### config.mk
export PLATFORM = sky130hd
export DESIGN_NAME = serial_add_ctrl
export DESIGN_NICKNAME = d
export VERILOG_FILES = /design/src/rtl/serial_add_ctrl.sv
export SDC_FILE = /design/constraint.sdc
export NUM_CORES = 1
export LEC_CHECK = 0
export ABC_AREA = 0
export CORE_MARGIN = 2
export CORE_UTILIZATION = 55
export DETAILED_ROUTE_END_ITERATION = 12
export PLACE_DENSITY_LB_ADDON = 0.2
export SETUP_SLACK_MARGIN = 0.2
export SYNTH_ARGS = -nofsm -noshare
export SYNTH_HDL_FRONTEND = slang
export SYNTH_SLANG_ARGS = --single-unit
### constraint.sdc
create_clock -name clk -period 3.4 [get_ports clk]
set_clock_uncertainty 0.1 [all_clocks]
set_input_delay 0.85 -clock clk [delete_from_list [all_inputs] [get_ports clk]]
set_output_delay 0.85 -clock clk [all_outputs]
set_load 0.1 [all_outputs]
### src/rtl/serial_add_ctrl.sv
// Bit-serial adder: one full_adder cell is reused over WIDTH cycles, LSB first.
// Optional signed-overflow flag is built only when SERIAL_ADD_OVF_EN is defined.

module full_adder (
  input  logic x,
  input  logic y,
  input  logic c_in,
  output logic s,
  output logic c_out
);
  assign s     = x ^ y ^ c_in;
  assign c_out = (x & y) | (c_in & (x ^ y));
endmodule

module serial_add_ctrl #(
  parameter int WIDTH = 8
) (
  input  logic             clk,
  input  logic             rst_n,
  input  logic             start,
  input  logic [WIDTH-1:0] a,
  input  logic [WIDTH-1:0] b,
  input  logic             c_in,
  output logic             busy,
  output logic             done,
  output logic [WIDTH-1:0] sum,
  output logic             c_out,
  output logic             ovf
);

  localparam int CW = $clog2(WIDTH);
  localparam logic [CW-1:0] LAST = CW'(WIDTH - 1);

  typedef enum logic [1:0] {IDLE, RUN, DONE} state_t;

  state_t           state;
  logic [WIDTH-1:0] a_sh;
  logic [WIDTH-1:0] b_sh;
  logic [WIDTH-1:0] res_sh;
  logic [WIDTH-1:0] res_next;
  logic [CW-1:0]    count;
  logic             carry;
  logic             fa_s;
  logic             fa_c;

  full_adder u_fa (
    .x    (a_sh[0]),
    .y    (b_sh[0]),
    .c_in (carry),
    .s    (fa_s),
    .c_out(fa_c)
  );

  // New sum bit enters at the MSB so that after WIDTH shifts bit 0 lands at position 0.
  assign res_next = (res_sh >> 1) | (WIDTH'(fa_s) << (WIDTH - 1));

  always_ff @(posedge clk or negedge rst_n) begin
    if (!rst_n) begin
      state  <= IDLE;
      busy   <= 1'b0;
      done   <= 1'b0;
      sum    <= '0;
      c_out  <= 1'b0;
      a_sh   <= '0;
      b_sh   <= '0;
      res_sh <= '0;
      count  <= '0;
      carry  <= 1'b0;
`ifdef SERIAL_ADD_OVF_EN
      ovf    <= 1'b0;
`endif
    end else begin
      case (state)
        IDLE: begin
          if (start) begin
            a_sh  <= a;
            b_sh  <= b;
            carry <= c_in;
            count <= '0;
            busy  <= 1'b1;
            state <= RUN;
          end
        end
        RUN: begin
          a_sh   <= a_sh >> 1;
          b_sh   <= b_sh >> 1;
          res_sh <= res_next;
          carry  <= fa_c;
          count  <= count + CW'(1);
          if (count == LAST) begin
            sum   <= res_next;
            c_out <= fa_c;
            busy  <= 1'b0;
            done  <= 1'b1;
            state <= DONE;
`ifdef SERIAL_ADD_OVF_EN
            // carry still holds the carry into the MSB during the final bit
            ovf   <= carry ^ fa_c;
`endif
          end
        end
        DONE: begin
          done  <= 1'b0;
          state <= IDLE;
        end
        default: begin
          busy  <= 1'b0;
          done  <= 1'b0;
          state <= IDLE;
        end
      endcase
    end
  end

`ifndef SERIAL_ADD_OVF_EN
  assign ovf = 1'b0;
`endif

endmodule

==> out/qor.csv, run 1 <==
metric;value;unit
wire_per_inst;14.9;um
layout-drive-gt1-share;0.227;
final_cell_mix;dfrtp_1 (40), nand2_1 (24), clkdlybuf4s50_1 (18);
ir_drop;0.649;mV
start_kind;input pin;
finalCritPeriodShare;0.642;
fp.dieW;61.0;um
fin_tns_setup;0;ns
place_hpwl;2360;um
p_switching;1050;uW
setup_viol;0;
drtAntennaViolNets;0;
synth_area_leaders;dfrtp_1 (56%), mux2_4 (7.6%), o221a_2 (5.7%), nand2_1 (5.0%), nand3b_1 (3.8%);
cp.required;3.55;ns
final_common_cell;dfrtp_1;
overflow;0;
n_fill_cell;246;
rsz0062_at_grt;false;
cp-startpoint;start;
n_antenna_cell;0;
intPower;1170;uW
syn_inst;154;
slew_headroom;0.433;
cts_made_buffers;5;
ys_ff_latch;40;
endpoint_kind;flip-flop;
netlist_area;1790;sq um
worst_pin_slew;0.851;ns
synth_top_area_frac;0.560;
yosys.area.top_type;dfrtp_1;
core;3080;sq um
worst-setup-path-type;input pin to flip-flop;
nNetsFinal;203;
die_y;61.0;um
hold_class;flip-flop to flip-flop;
antenna_found_initial;0;
clock_sinks;40;
io_buffers;30;
combPwrFrac;0.500;
drt-total-wl;3350;um
cts_hold_buf;0;
clk_root_buffer_cell;clkbuf_4;
fin_cells;225;
grt_pass1_vias;1220;
clk_pin_slew;0.12;ns
fmax;0.458;GHz
core.rowCount;20;
pwr-share-clk;0.115;
power.total;2220;uW
dieArea;3720;sq um
io-pin-count;32;
seqPwrFrac;0.385;
drc;0;
syn_nets;177;
yosysSeqAreaShare;0.560;
vias_per_cell;5.40;
r2r_slack;1.47;ns
h-tree-depth;2;
cts_tree;built;
cts-resized-gates;0;
dpl.cell_count;217;
hold_viol;0;
drt-initial-drc-count;58;
grtUsageTotal;0.212;
worstHoldStart;res_sh[1]$_DFFE_PN0N_;
pre_cts_ws;0.865;ns
crit_arrival;2.33;ns
grt_max_degree;41;
slew_viol_final;0;
cellLeakagePower;0.000964;uW
grt_pass1_wl;5640;um
clk_latency;0.34;ns
powerDensity;1050;nW/um^2
synth_cell_type_count;28;
num_vias;1216;
reg2reg_from;state[1]$_DFFE_PN0P_;
dr.pass1.iters;4;
start_util;0.581;
gp_congestion;0.732;
path_max_fanout;15;
switching_share;0.471;
min_period;2.18;ns
postCtsSetupBuffers;0;
fin_util;0.686;
yosysWarnings;0;
status;finished clean;
cts.path.max_buffers;2;
max_cap_viol_count;0;
avgSynthCellArea;11.6;sq um
setup_slack;1.22;ns
area_delta_synth_final;18.1;%
[power groups by stage]
stage	Clock [uW]	Sequential, uW	Combinational [uW]
after floorplan	0	1220	540
after global placement	0	855	1080
after detailed placement	0	867	1110
after CTS	260	856	1120
after global routing	291	884	1190
final	256	855	1110
[synth_stat cells]
cell type	number
nand3b_1	9
nand2b_1	3
dfrtp_1	40
a22o_1	2
fa_1	1
o21bai_1	1
buf_6	1
nor3_1	6
buf_4	3
nand2_8	1
o21ai_0	5
conb_1	1
ha_1	2
nor2_1	14
buf_2	5
and2b_1	1
clkbuf_1	2
nor2_2	1
nor2b_1	1
o21a_1	1
o22ai_1	1
mux2_4	9
o221a_2	9
o21ba_2	1
nand2_1	24
inv_1	2
a211oi_1	6
a21oi_1	2
[per-stage QoR]
step           hold WS (ns)  cell area (sq um)
4_1_cts               0.394               2110
6_report              0.387               2110
3_3_place_gp          0.361               2040
5_1_grt               0.414               2110
2_1_floorplan         0.346               1790
3_5_place_dp          0.365               2040
[sequential cells by signal, indices dropped and copies added (netlist names)]
name and flops:
state 2, done 1, busy 1, b_sh 8
sum 8, res_sh 7, c_out 1, carry 1
count 3, a_sh 8
[kinds of logic after synthesis]
logic type	share of synthesized area
adders and majority gates	0.0252
muxes	0.0756
buffers and inverters	0.0413
AOI/OAI and AO/OA	0.129
DFF	0.560
other	0.00210
and+or+nand+nor	0.167
[worst paths after layout]
| path | end | cells after the start |
|---|---|---|
| setup / recovery | a_sh[3]$_DFFE_PN0P_ | 4 |
| hold reg to reg | res_sh[1]$_DFFE_PN0N_ | 2 |
| hold / removal | res_sh[1]$_DFFE_PN0N_ | 2 |
| max in group asynchronous | b_sh[7]$_DFFE_PN0P_ | 1 |
| min in group asynchronous | res_sh[4]$_DFFE_PN0N_ | 1 |
| setup reg to reg | c_out$_DFFE_PN0P_ | 3 |
[critical path, stage by stage]
cell and delay (ns):
clkdlybuf4s50_1 0.77, o21ba_2 0.39, nor2_1 0.08, a211oi_1 0.23
[metal layers]
layer,vias up,global-route usage,wire (um)
met2,30,0.324,1600
met1,593,0.286,1570
met3,4,0.0714,151
met5,-,0,0
li1,589,-,-
met4,0,0.0714,36
[final cells by class]
class                      instances  area (sq um)  share of cell area
multi-input combinational        101           713               0.338
clock buffer                       6          51.3              0.0243
timing repair buffer              30           268               0.127
inverter                           2          7.51             0.00356
tap                               44          55.1              0.0261
sequential                        40          1000               0.474
clock inverter                     2          15.0             0.00711
No activity file was read; power rests on OpenSTA's default activity.
==> inputs of run 2 (changes only) <==
- CORE_UTILIZATION: 55 -> 51
- clock period: 3.4 -> 2.21 ns (I/O delays scaled with it)
==> run 2 against run 1 <==
Routed wire length increased by 0.12%. Sequential power increased by 51%. Sequential cell count unchanged. Worst hold slack got worse by 0.25 ns. Non-clock buffer count increased by 6. Register-to-register slack got worse by 0.87 ns. Critical path depth decreased by 3. First-iteration DRC count increased by 24%. Clock power increased by 88%. Cell count increased by 3.6%. Global-route usage decreased by 2.1 points. Worst setup slack got worse by 0.70 ns. Highest routed layer unchanged.
==> out/qor.csv, run 2 (synthesis results as in run 1) <==
metric;value;unit;change
status;finished clean;;
crit_end;sum[2];;
min_period;1.69;ns;
pwr-share-clk;0.136;;+0.021
overflow;0;;unchanged
final_common_cell;dfrtp_1;;
clk_pin_slew;0.12;ns;about the same
combPwrFrac;0.499;;about the same
start_util;0.532;;-0.0493
fin_tns_setup;0;ns;unchanged
path_delay_family;flip-flops;;
clock_sinks;40;;unchanged
io_buffers;30;;unchanged
crit_chain;buf_4;;
grt_max_degree;41;;unchanged
cts_hold_buf;0;;unchanged
cp-startpoint;sum[2]$_DFFE_PN0P_;;
seqPwrFrac;0.365;;-0.020
grt_pass1_wl;5800;um;+2.7%
nNetsFinal;209;;+3.0%
p_switching;1610;uW;+54%
clk_latency;0.36;ns;+0.02 ns
drt-initial-drc-count;72;;+24%
fp.dieW;63.2;um;+3.6%
core;3360;sq um;+9.3%
crit_arrival;1.04;ns;-1.29 ns
cellLeakagePower;0.00101;uW;+4.2%
switching_share;0.455;;-0.0162
cts-resized-gates;0;;unchanged
num_vias;1245;;+2.4%
place_hpwl;2290;um;-3.0%
reg.largest.list;a_sh: 8 flops, b_sh: 8 flops, sum: 8 flops;;
drc;0;;unchanged
reg2reg_from;state[0]$_DFFE_PN0P_;;
grt_pass1_vias;1310;;+7.4%
postCtsSetupBuffers;0;;unchanged
n_antenna_cell;0;;unchanged
reg2reg_depth;4;;+1
area_delta_synth_final;21.3;%;
io-pin-count;32;;unchanged
dr.pass1.iters;4;;unchanged
fmax;0.591;GHz;
dieArea;4000;sq um;+7.3%
final_cell_mix;dfrtp_1 (40), nand2_1 (24), clkdlybuf4s50_1 (18);;
critPathSlowestCell;dfrtp_1;;
ir_drop;0.612;mV;-5.7%
wire_per_inst;14.4;um;-3.3%
setup_viol;0;;unchanged
die_y;63.2;um;+3.6%
cpPeakStageDelay;0.39;ns;-0.38 ns
cts_made_buffers;5;;unchanged
rsz0062_at_grt;false;;
cts.path.max_buffers;2;;unchanged
cp.required;1.56;ns;-1.99 ns
vias_per_cell;5.34;;-1.1%
drtAntennaViolNets;0;;unchanged
intPower;1930;uW;+64%
grtUsageTotal;0.191;;-0.0209
hold_class;input pin to asynchronous set/reset pin;;
cp_num_buf_inv;1;;unchanged
finalCritPeriodShare;0.766;;
powerDensity;1630;nW/um^2;+55%
worst-setup-path-type;flip-flop to output pin;;
drt-total-wl;3360;um;+0.12%
slew_viol_final;0;;unchanged
r2r_slack;0.60;ns;-0.87 ns
antenna_found_initial;0;;unchanged
core.rowCount;21;;+5.0%
cts_tree;built;;
cp_num_cells;1;;-3
path_max_fanout;2;;-13
max_cap_viol_count;0;;unchanged
h-tree-depth;2;;unchanged
start_kind;flip-flop;;
endpoint_kind;output pin;;
gp_congestion;0.799;;+9.1%
layout-drive-gt1-share;0.246;;+0.0195
r2r-end;a_sh[3]$_DFFE_PN0P_;;
power.total;3530;uW;+59%
clk_root_buffer_cell;clkbuf_4;;
hold_viol;0;;unchanged
[run 2: how the worst min path moves through the flow]
| stage | from | to | cells after the start |
|---|---|---|---|
| 2_1_floorplan | rst_n | a_sh[0]$_DFFE_PN0P_ | 0 |
| 3_3_place_gp | res_sh[1]$_DFFE_PN0N_ | res_sh[1]$_DFFE_PN0N_ | 2 |
| 3_5_place_dp | res_sh[1]$_DFFE_PN0N_ | res_sh[1]$_DFFE_PN0N_ | 2 |
| 4_1_cts | rst_n | sum[3]$_DFFE_PN0P_ | 2 |
| 5_1_grt | rst_n | sum[7]$_DFFE_PN0P_ | 2 |
| 6_report | rst_n | a_sh[1]$_DFFE_PN0P_ | 2 |
[run 2: routing by layer]
| layer | routed length (um) | vias to the layer above | GRT usage | part of all wire |
|---|---|---|---|---|
| met2 | 1650 | 33 | 0.331 | 0.49 |
| li1 | - | 596 | - | - |
| met5 | 0 | - | 0 | 0 |
| met1 | 1470 | 609 | 0.225 | 0.44 |
| met3 | 175 | 7 | 0.0429 | 0.052 |
| met4 | 65 | 0 | 0.0897 | 0.019 |
[run 2: area by class of cell]
cell class | count | area [sq um]
inverter | 2 | 7.51
clock inverter | 2 | 35.0
fill | 302 | 1190
timing repair buffer | 36 | 313
sequential | 40 | 1000
clock buffer | 6 | 41.3
multi-input combinational | 101 | 713
tap | 46 | 57.6
[run 2: metrics by stage]
step	setup WS, ns	utilization	cells	area [sq um]	hold slack, ns
5_1_grt	0.467	0.645	233	2170	0.175
2_1_floorplan	0.659	-	154	1790	0.157
3_5_place_dp	0.290	0.622	225	2090	0.364
4_1_cts	0.509	0.645	233	2170	0.149
3_3_place_gp	0.346	0.622	225	2090	0.362
6_report	0.517	0.645	233	2170	0.132
[run 2: power by group through the flow]
stage	sequential (uW)	clock [uW]	combinational (uW)
detailed placement	1310	0	1780
finish	1290	481	1760
floorplan	1880	0	831
global route	1340	522	1890
CTS	1290	491	1780
global placement	1290	0	1740
